===== src/rtl/mp_csa_accum.sv =====
// Carry-save accumulator with a segmented carry-propagate resolve for the Montgomery datapath.
// Define MP_CSA_COND_SUB_EN to add the final conditional subtraction of the modulus.
module mp_csa_accum #(
  parameter int WIDTH = 514,
  parameter int SEG   = 103
) (
  input  logic             clk,
  input  logic             resetn,
  input  logic             cmd_valid,
  output logic             cmd_ready,
  input  logic [1:0]       cmd_op,
  input  logic [WIDTH-1:0] in_a,
  input  logic [WIDTH-1:0] in_m,
  output logic             lsb,
  output logic [WIDTH-1:0] res,
  output logic             res_valid,
  output logic             res_reduced
);

  localparam int NSEG = (WIDTH + SEG - 1) / SEG;
  localparam int SW   = (NSEG > 1) ? $clog2(NSEG) : 1;
  localparam logic [SW-1:0]    LAST_SEG = SW'(NSEG - 1);
  localparam logic [WIDTH-1:0] SEG_ONES = WIDTH'({SEG{1'b1}});

  localparam logic [1:0] OP_CLEAR   = 2'b00;
  localparam logic [1:0] OP_ACC     = 2'b01;
  localparam logic [1:0] OP_SHIFT   = 2'b10;
  localparam logic [1:0] OP_RESOLVE = 2'b11;

  // FIN is the commit step after the last segment, before the one-cycle DONE pulse.
  typedef enum logic [2:0] {
    ST_IDLE,
    ST_PROP,
    ST_SUB,
    ST_FIN,
    ST_DONE
  } state_t;

  state_t           state_q, state_d;
  logic [SW-1:0]    seg_q, seg_d;
  logic             cy_q, cy_d;
  logic [WIDTH-1:0] s_q, s_d;
  logic [WIDTH-1:0] c_q, c_d;
  logic             cmd_ready_q, cmd_ready_d;
  logic             res_valid_q, res_valid_d;
  logic             reduced_q, reduced_d;

  int unsigned      seg_base;
  logic [WIDTH-1:0] seg_mask;
  logic [SEG-1:0]   s_seg, c_seg;
  logic [SEG:0]     add_seg;
  logic [WIDTH-1:0] xsum, maj;

`ifdef MP_CSA_COND_SUB_EN
  logic             bw_q, bw_d;
  logic [SEG-1:0]   m_seg;
  logic [SEG:0]     sub_seg;
`else
  logic             unused_m;
  assign unused_m = ^in_m;
`endif

  always_comb begin
    state_d     = state_q;
    seg_d       = seg_q;
    cy_d        = cy_q;
    s_d         = s_q;
    c_d         = c_q;
    cmd_ready_d = cmd_ready_q;
    res_valid_d = 1'b0;
    reduced_d   = reduced_q;

    seg_base = int'(seg_q) * SEG;
    seg_mask = SEG_ONES << seg_base;
    s_seg    = SEG'(s_q >> seg_base);
    c_seg    = SEG'(c_q >> seg_base);
    add_seg  = {1'b0, s_seg} + {1'b0, c_seg} + (SEG + 1)'(cy_q);
    xsum     = s_q ^ c_q ^ in_a;
    maj      = (s_q & c_q) | (s_q & in_a) | (c_q & in_a);
`ifdef MP_CSA_COND_SUB_EN
    bw_d    = bw_q;
    m_seg   = SEG'(in_m >> seg_base);
    sub_seg = {1'b0, s_seg} - {1'b0, m_seg} - (SEG + 1)'(bw_q);
`endif

    case (state_q)
      ST_IDLE: begin
        if (cmd_valid && cmd_ready_q) begin
          reduced_d = 1'b0;
          case (cmd_op)
            OP_CLEAR: begin
              s_d = '0;
              c_d = '0;
            end
            OP_ACC: begin
              s_d = xsum;
              c_d = {maj[WIDTH-2:0], 1'b0};
            end
            OP_SHIFT: begin
              s_d = xsum >> 1;
              c_d = {1'b0, maj[WIDTH-2:0]};
            end
            OP_RESOLVE: begin
              state_d     = ST_PROP;
              seg_d       = '0;
              cy_d        = 1'b0;
              cmd_ready_d = 1'b0;
            end
            default: ;
          endcase
        end
      end
      // Ripple one segment per cycle; the carry out of the top segment falls off.
      ST_PROP: begin
        s_d  = (s_q & ~seg_mask) | (WIDTH'(add_seg[SEG-1:0]) << seg_base);
        c_d  = c_q & ~seg_mask;
        cy_d = add_seg[SEG];
        if (seg_q == LAST_SEG) begin
          seg_d = '0;
`ifdef MP_CSA_COND_SUB_EN
          state_d = ST_SUB;
          bw_d    = 1'b0;
`else
          state_d = ST_FIN;
`endif
        end else begin
          seg_d = seg_q + 1'b1;
        end
      end
`ifdef MP_CSA_COND_SUB_EN
      ST_SUB: begin
        c_d  = (c_q & ~seg_mask) | (WIDTH'(sub_seg[SEG-1:0]) << seg_base);
        bw_d = sub_seg[SEG];
        if (seg_q == LAST_SEG) begin
          seg_d   = '0;
          state_d = ST_FIN;
        end else begin
          seg_d = seg_q + 1'b1;
        end
      end
`endif
      ST_FIN: begin
`ifdef MP_CSA_COND_SUB_EN
        if (!bw_q) begin
          s_d       = c_q;
          reduced_d = 1'b1;
        end
`endif
        c_d         = '0;
        state_d     = ST_DONE;
        res_valid_d = 1'b1;
      end
      ST_DONE: begin
        state_d     = ST_IDLE;
        cmd_ready_d = 1'b1;
      end
      default: begin
        state_d     = ST_IDLE;
        cmd_ready_d = 1'b1;
      end
    endcase
  end

  always_ff @(posedge clk or negedge resetn) begin
    if (!resetn) begin
      state_q     <= ST_IDLE;
      seg_q       <= '0;
      cy_q        <= 1'b0;
      s_q         <= '0;
      c_q         <= '0;
      cmd_ready_q <= 1'b1;
      res_valid_q <= 1'b0;
      reduced_q   <= 1'b0;
`ifdef MP_CSA_COND_SUB_EN
      bw_q        <= 1'b0;
`endif
    end else begin
      state_q     <= state_d;
      seg_q       <= seg_d;
      cy_q        <= cy_d;
      s_q         <= s_d;
      c_q         <= c_d;
      cmd_ready_q <= cmd_ready_d;
      res_valid_q <= res_valid_d;
      reduced_q   <= reduced_d;
`ifdef MP_CSA_COND_SUB_EN
      bw_q        <= bw_d;
`endif
    end
  end

  assign cmd_ready   = cmd_ready_q;
  assign lsb         = s_q[0] ^ c_q[0];
  assign res         = s_q;
  assign res_valid   = res_valid_q;
  assign res_reduced = reduced_q;

endmodule


===== config.mk =====
export PLATFORM = sky130hd
export DESIGN_NAME = mp_csa_accum
export DESIGN_NICKNAME = d
export VERILOG_FILES = /design/src/rtl/mp_csa_accum.sv
export SDC_FILE = /design/constraint.sdc
export NUM_CORES = 2
export LEC_CHECK = 0
export CORE_AREA = 5 5 597 599
export CTS_BUF_LIST = sky130_fd_sc_hd__clkbuf_16
export CTS_CLUSTER_SIZE = 30
export DETAILED_ROUTE_END_ITERATION = 8
export DIE_AREA = 0 0 602 604
export SYNTH_ARGS = -nofsm -noshare
export SYNTH_HDL_FRONTEND = slang
export SYNTH_SLANG_ARGS = --single-unit

===== constraint.sdc =====
create_clock -name clk -period 5.9 [get_ports clk]
set_input_delay 1.18 -clock clk [delete_from_list [all_inputs] [get_ports clk]]
set_output_delay 1.18 -clock clk [all_outputs]
set_load 0.1 [all_outputs]

==> results by group <==
Pwr
  – Tot Pwr: 46.5 mW
  – Maximum VDD drop: 0.000861 V
  – Gate power share: 61.6%
  – P_sw: 27.1 mW
  – Sw Ratio: 58.3%
  – Leakage: 36.5 nW
  – Clock network power share: 15.6%
  – Power Dens Cells: 499 nW/um2
  – Pint: 19.3 mW
  – Seq pwr share: 22.8%

Floorplanning
  – Die area: 364000 um2
  – Initial core utilization: 20.8%
  – CORE AREA: 351000 um2
  – Row count: 218
  – Die X: 602 um
  – Die H: 604 um
  – Top-level port count: 1551

Logic synthesis
  – Syn Inst Count: 7528
  – Seq/Total Area, Yosys: 35.6%
  – Post-Syn Area: 72800 um2
  – Yosys top cell area share: 35.6%
  – Commonest cells in the netlist: dfrtp_1, a22oi_1, nand2_1, clkbuf_1, o21ai_0
  – Ranking of synthesized cells by area: dfrtp_1, fa_1, a22oi_1
  – Avg Cell Area, Syn: 9.67 um2
  – Post-synth EDFFs: 0
  – Yosys reg bits: 1037
  – Yosys warns: 0
  – Count leader, synth: dfrtp_1
  – Yosys top cell by area: dfrtp_1
  – Synthesized Nets: 9188
  – Ys flop type: dfrtp_1
  – Number of distinct library cells after synthesis: 82
  – Asr flop ratio synth: 100%

Global route
  – Largest net degree at the start of global routing: 157
  – First-pass GRT wire length: 568000 um
  – Gr ovfl total: 0
  – Total track usage: 21.7%
  – Antenna violations before repair: 149
  – Vias in the first global route: 69335

Timing
  – Worst-Margin Slew: 1.39 ns
  – Max Freq: 0.177 GHz
  – Min Tclk post-route: 5.64 ns
  – Final setup margin: 0.259 ns
  – Relative max-transition margin: 6.52%
  – Hold Vio Cnt, Final: 0
  – Max Slew Vio Count: 0
  – Total Neg Setup Slack: 0 ns
  – Hold WS: 0.472 ns
  – Tcrit/Tclk final: 95.6%
  – Final setup viols: 0
  – Final Skew: 0.109 ns

Placement
  – I/O Buffers: 1035
  – Routability cong.: 0.947
  – Pre-CTS setup slack: -0.0412 ns
  – DP Area: 89300 um2
  – DP Wirelength: 325000 um

Final layout
  – Design area: 93200 um2
  – Final-stage net count: 9921
  – Layout cells sized above 1: 7.81%
  – Number of fillers in the final layout: 37281
  – Layout area overhead: 28.0%

Worst setup path
  – Critical Path Fanout Max: 19
  – Crit path launch type: flip-flop
  – Worst setup path class: flip-flop to flip-flop
  – Setup crit end kind: flip-flop
  – CP arrival: 6.25 ns
  – WP data required: 6.51 ns

Detailed routing
  – Vias per inst: 5.45
  – Post-route DRC: 0
  – Detailed-route via count: 70985
  – DR iter-0 viols: 7926
  – Antenna-violating nets left: 0
  – Drt total wl: 412000 um
  – Wire per inst: 31.6 um
  – Drt pass-1 iters: 8

Clock tree
  – CTS tree: built
  – Bufs on Longest Clock Path: 3
  – CTS Sinks: 1037
  – Clock root buffer: clkbuf_16
  – CTS Buf Count: 121
  – Post-CTS Hold Buffers: 0
  – Clk slew on worst S/H paths: 0.06 ns
  – Clk_lat worst skew: 0.81 ns
  – Htree depth: 3

Job
  – Max Cap Viol: 0

Status
  – Status: finished, final reports clean

Worst hold path
  – Hold Crit Class: input port to async pin
power groups by stage:
stage                     Sequential [mW]  Clock (mW)  Combinational, mW
after global placement               10.6           0               28.2
after floorplan                      18.0           0               9.79
after detailed placement             10.6           0               28.3
after CTS                            10.5        7.36               28.3
after global routing                 10.8        7.63               29.7
final                                10.6        7.25               28.6
through the flow:
step,util [%],cells
2_1_floorplan,-,7528
3_3_place_gp,25.5,12756
3_5_place_dp,25.5,12756
4_1_cts,26.5,12975
5_1_grt,26.6,13029
6_report,26.6,13034
state kept, by name, indices dropped and copies added (netlist names):
| signal | flops |
|---|---|
| c_q | 514 |
| seg_q | 3 |
| cmd_ready | 1 |
| res_valid | 1 |
| state_q | 3 |
| cy_q | 1 |
| res | 514 |
critical path, stage by stage (launching register included):
cell and delay [ns]:
dfrtp_4 0.60, buf_12 0.24, buf_4 0.20, mux2i_1 0.24
nor2_1 0.06, a21oi_1 0.21, o22ai_1 0.16, ha_1 0.35
nand4_2 0.22, nor4_2 0.48, buf_4 0.20, nand4_1 0.09
o21ai_1 0.13, buf_4 0.16, o2111ai_1 0.21, buf_12 0.23
a21oi_2 0.28, nor3_1 0.13, buf_4 0.20, o31ai_2 0.50
xnor2_1 0.18, buf_4 0.19, o221ai_1 0.13
area by class of cell:
cell class                      count  area, um2  share of cell area [%]
Antenna cell                       57        143                   0.153
Clock buffer                      122       3050                    3.28
Clock inverter                     97        588                   0.631
Inverter                           45        169                   0.181
Multi-Input combinational cell   5726      44300                    47.6
Sequential cell                  1037      26000                    27.9
Tap cell                         4620       5780                    6.20
Timing Repair Buffer             1330      13200                    14.1
timing repair:
action / in CTS / in global routing
setup buffers: 0 / 2
resized for setup: 1 / 11
setup endpoints to repair: 5 / 50
pin swaps: 0 / 1
metal layers:
layer / global-route usage, % / vias to the layer above / wire [um]
met3: 6.84 / 748 / 44200
met4: 11.4 / 16 / 23800
met5: 0 / - / 99
met2: 34.2 / 4027 / 188000
met1: 26.5 / 36045 / 156000
li1: - / 30149 / -
layout by cell type, fill, tap and decap left out, drive strengths merged, types with 376 or more instances in the layout:
master         instances
dfrtp               1036
a22oi               1005
nand2                974
clkdlybuf4s50        907
o21ai                625
fa                   515
buf                  423
mux2i                408
o22ai                380
a21oi                376
final timing paths:
check                      startpoint   endpoint  slack, ns  depth (start not counted)
max                          seg_q[2]   res[405]       0.26                         22
min                            resetn   c_q[290]       0.47                          1
max reg2reg                  seg_q[2]   res[405]       0.26                         22
min reg2reg                 cmd_ready  cmd_ready       0.51                          2
max in group asynchronous      resetn   c_q[488]       3.90                          2
min in group clk            cmd_ready  cmd_ready       0.51                          2
cell families after synthesis:
group,share of synthesized area (%)
buffers and inverters,3.96
other,0.00515
flip-flops,35.6
adder cells (fa/ha/maj),16.1
AO/OA/AOI/OAI,29.2
multiplexers,5.73
AND/OR/NAND/NOR,8.26
XOR/XNOR,1.13
Power figures use the tool's default switching activity.
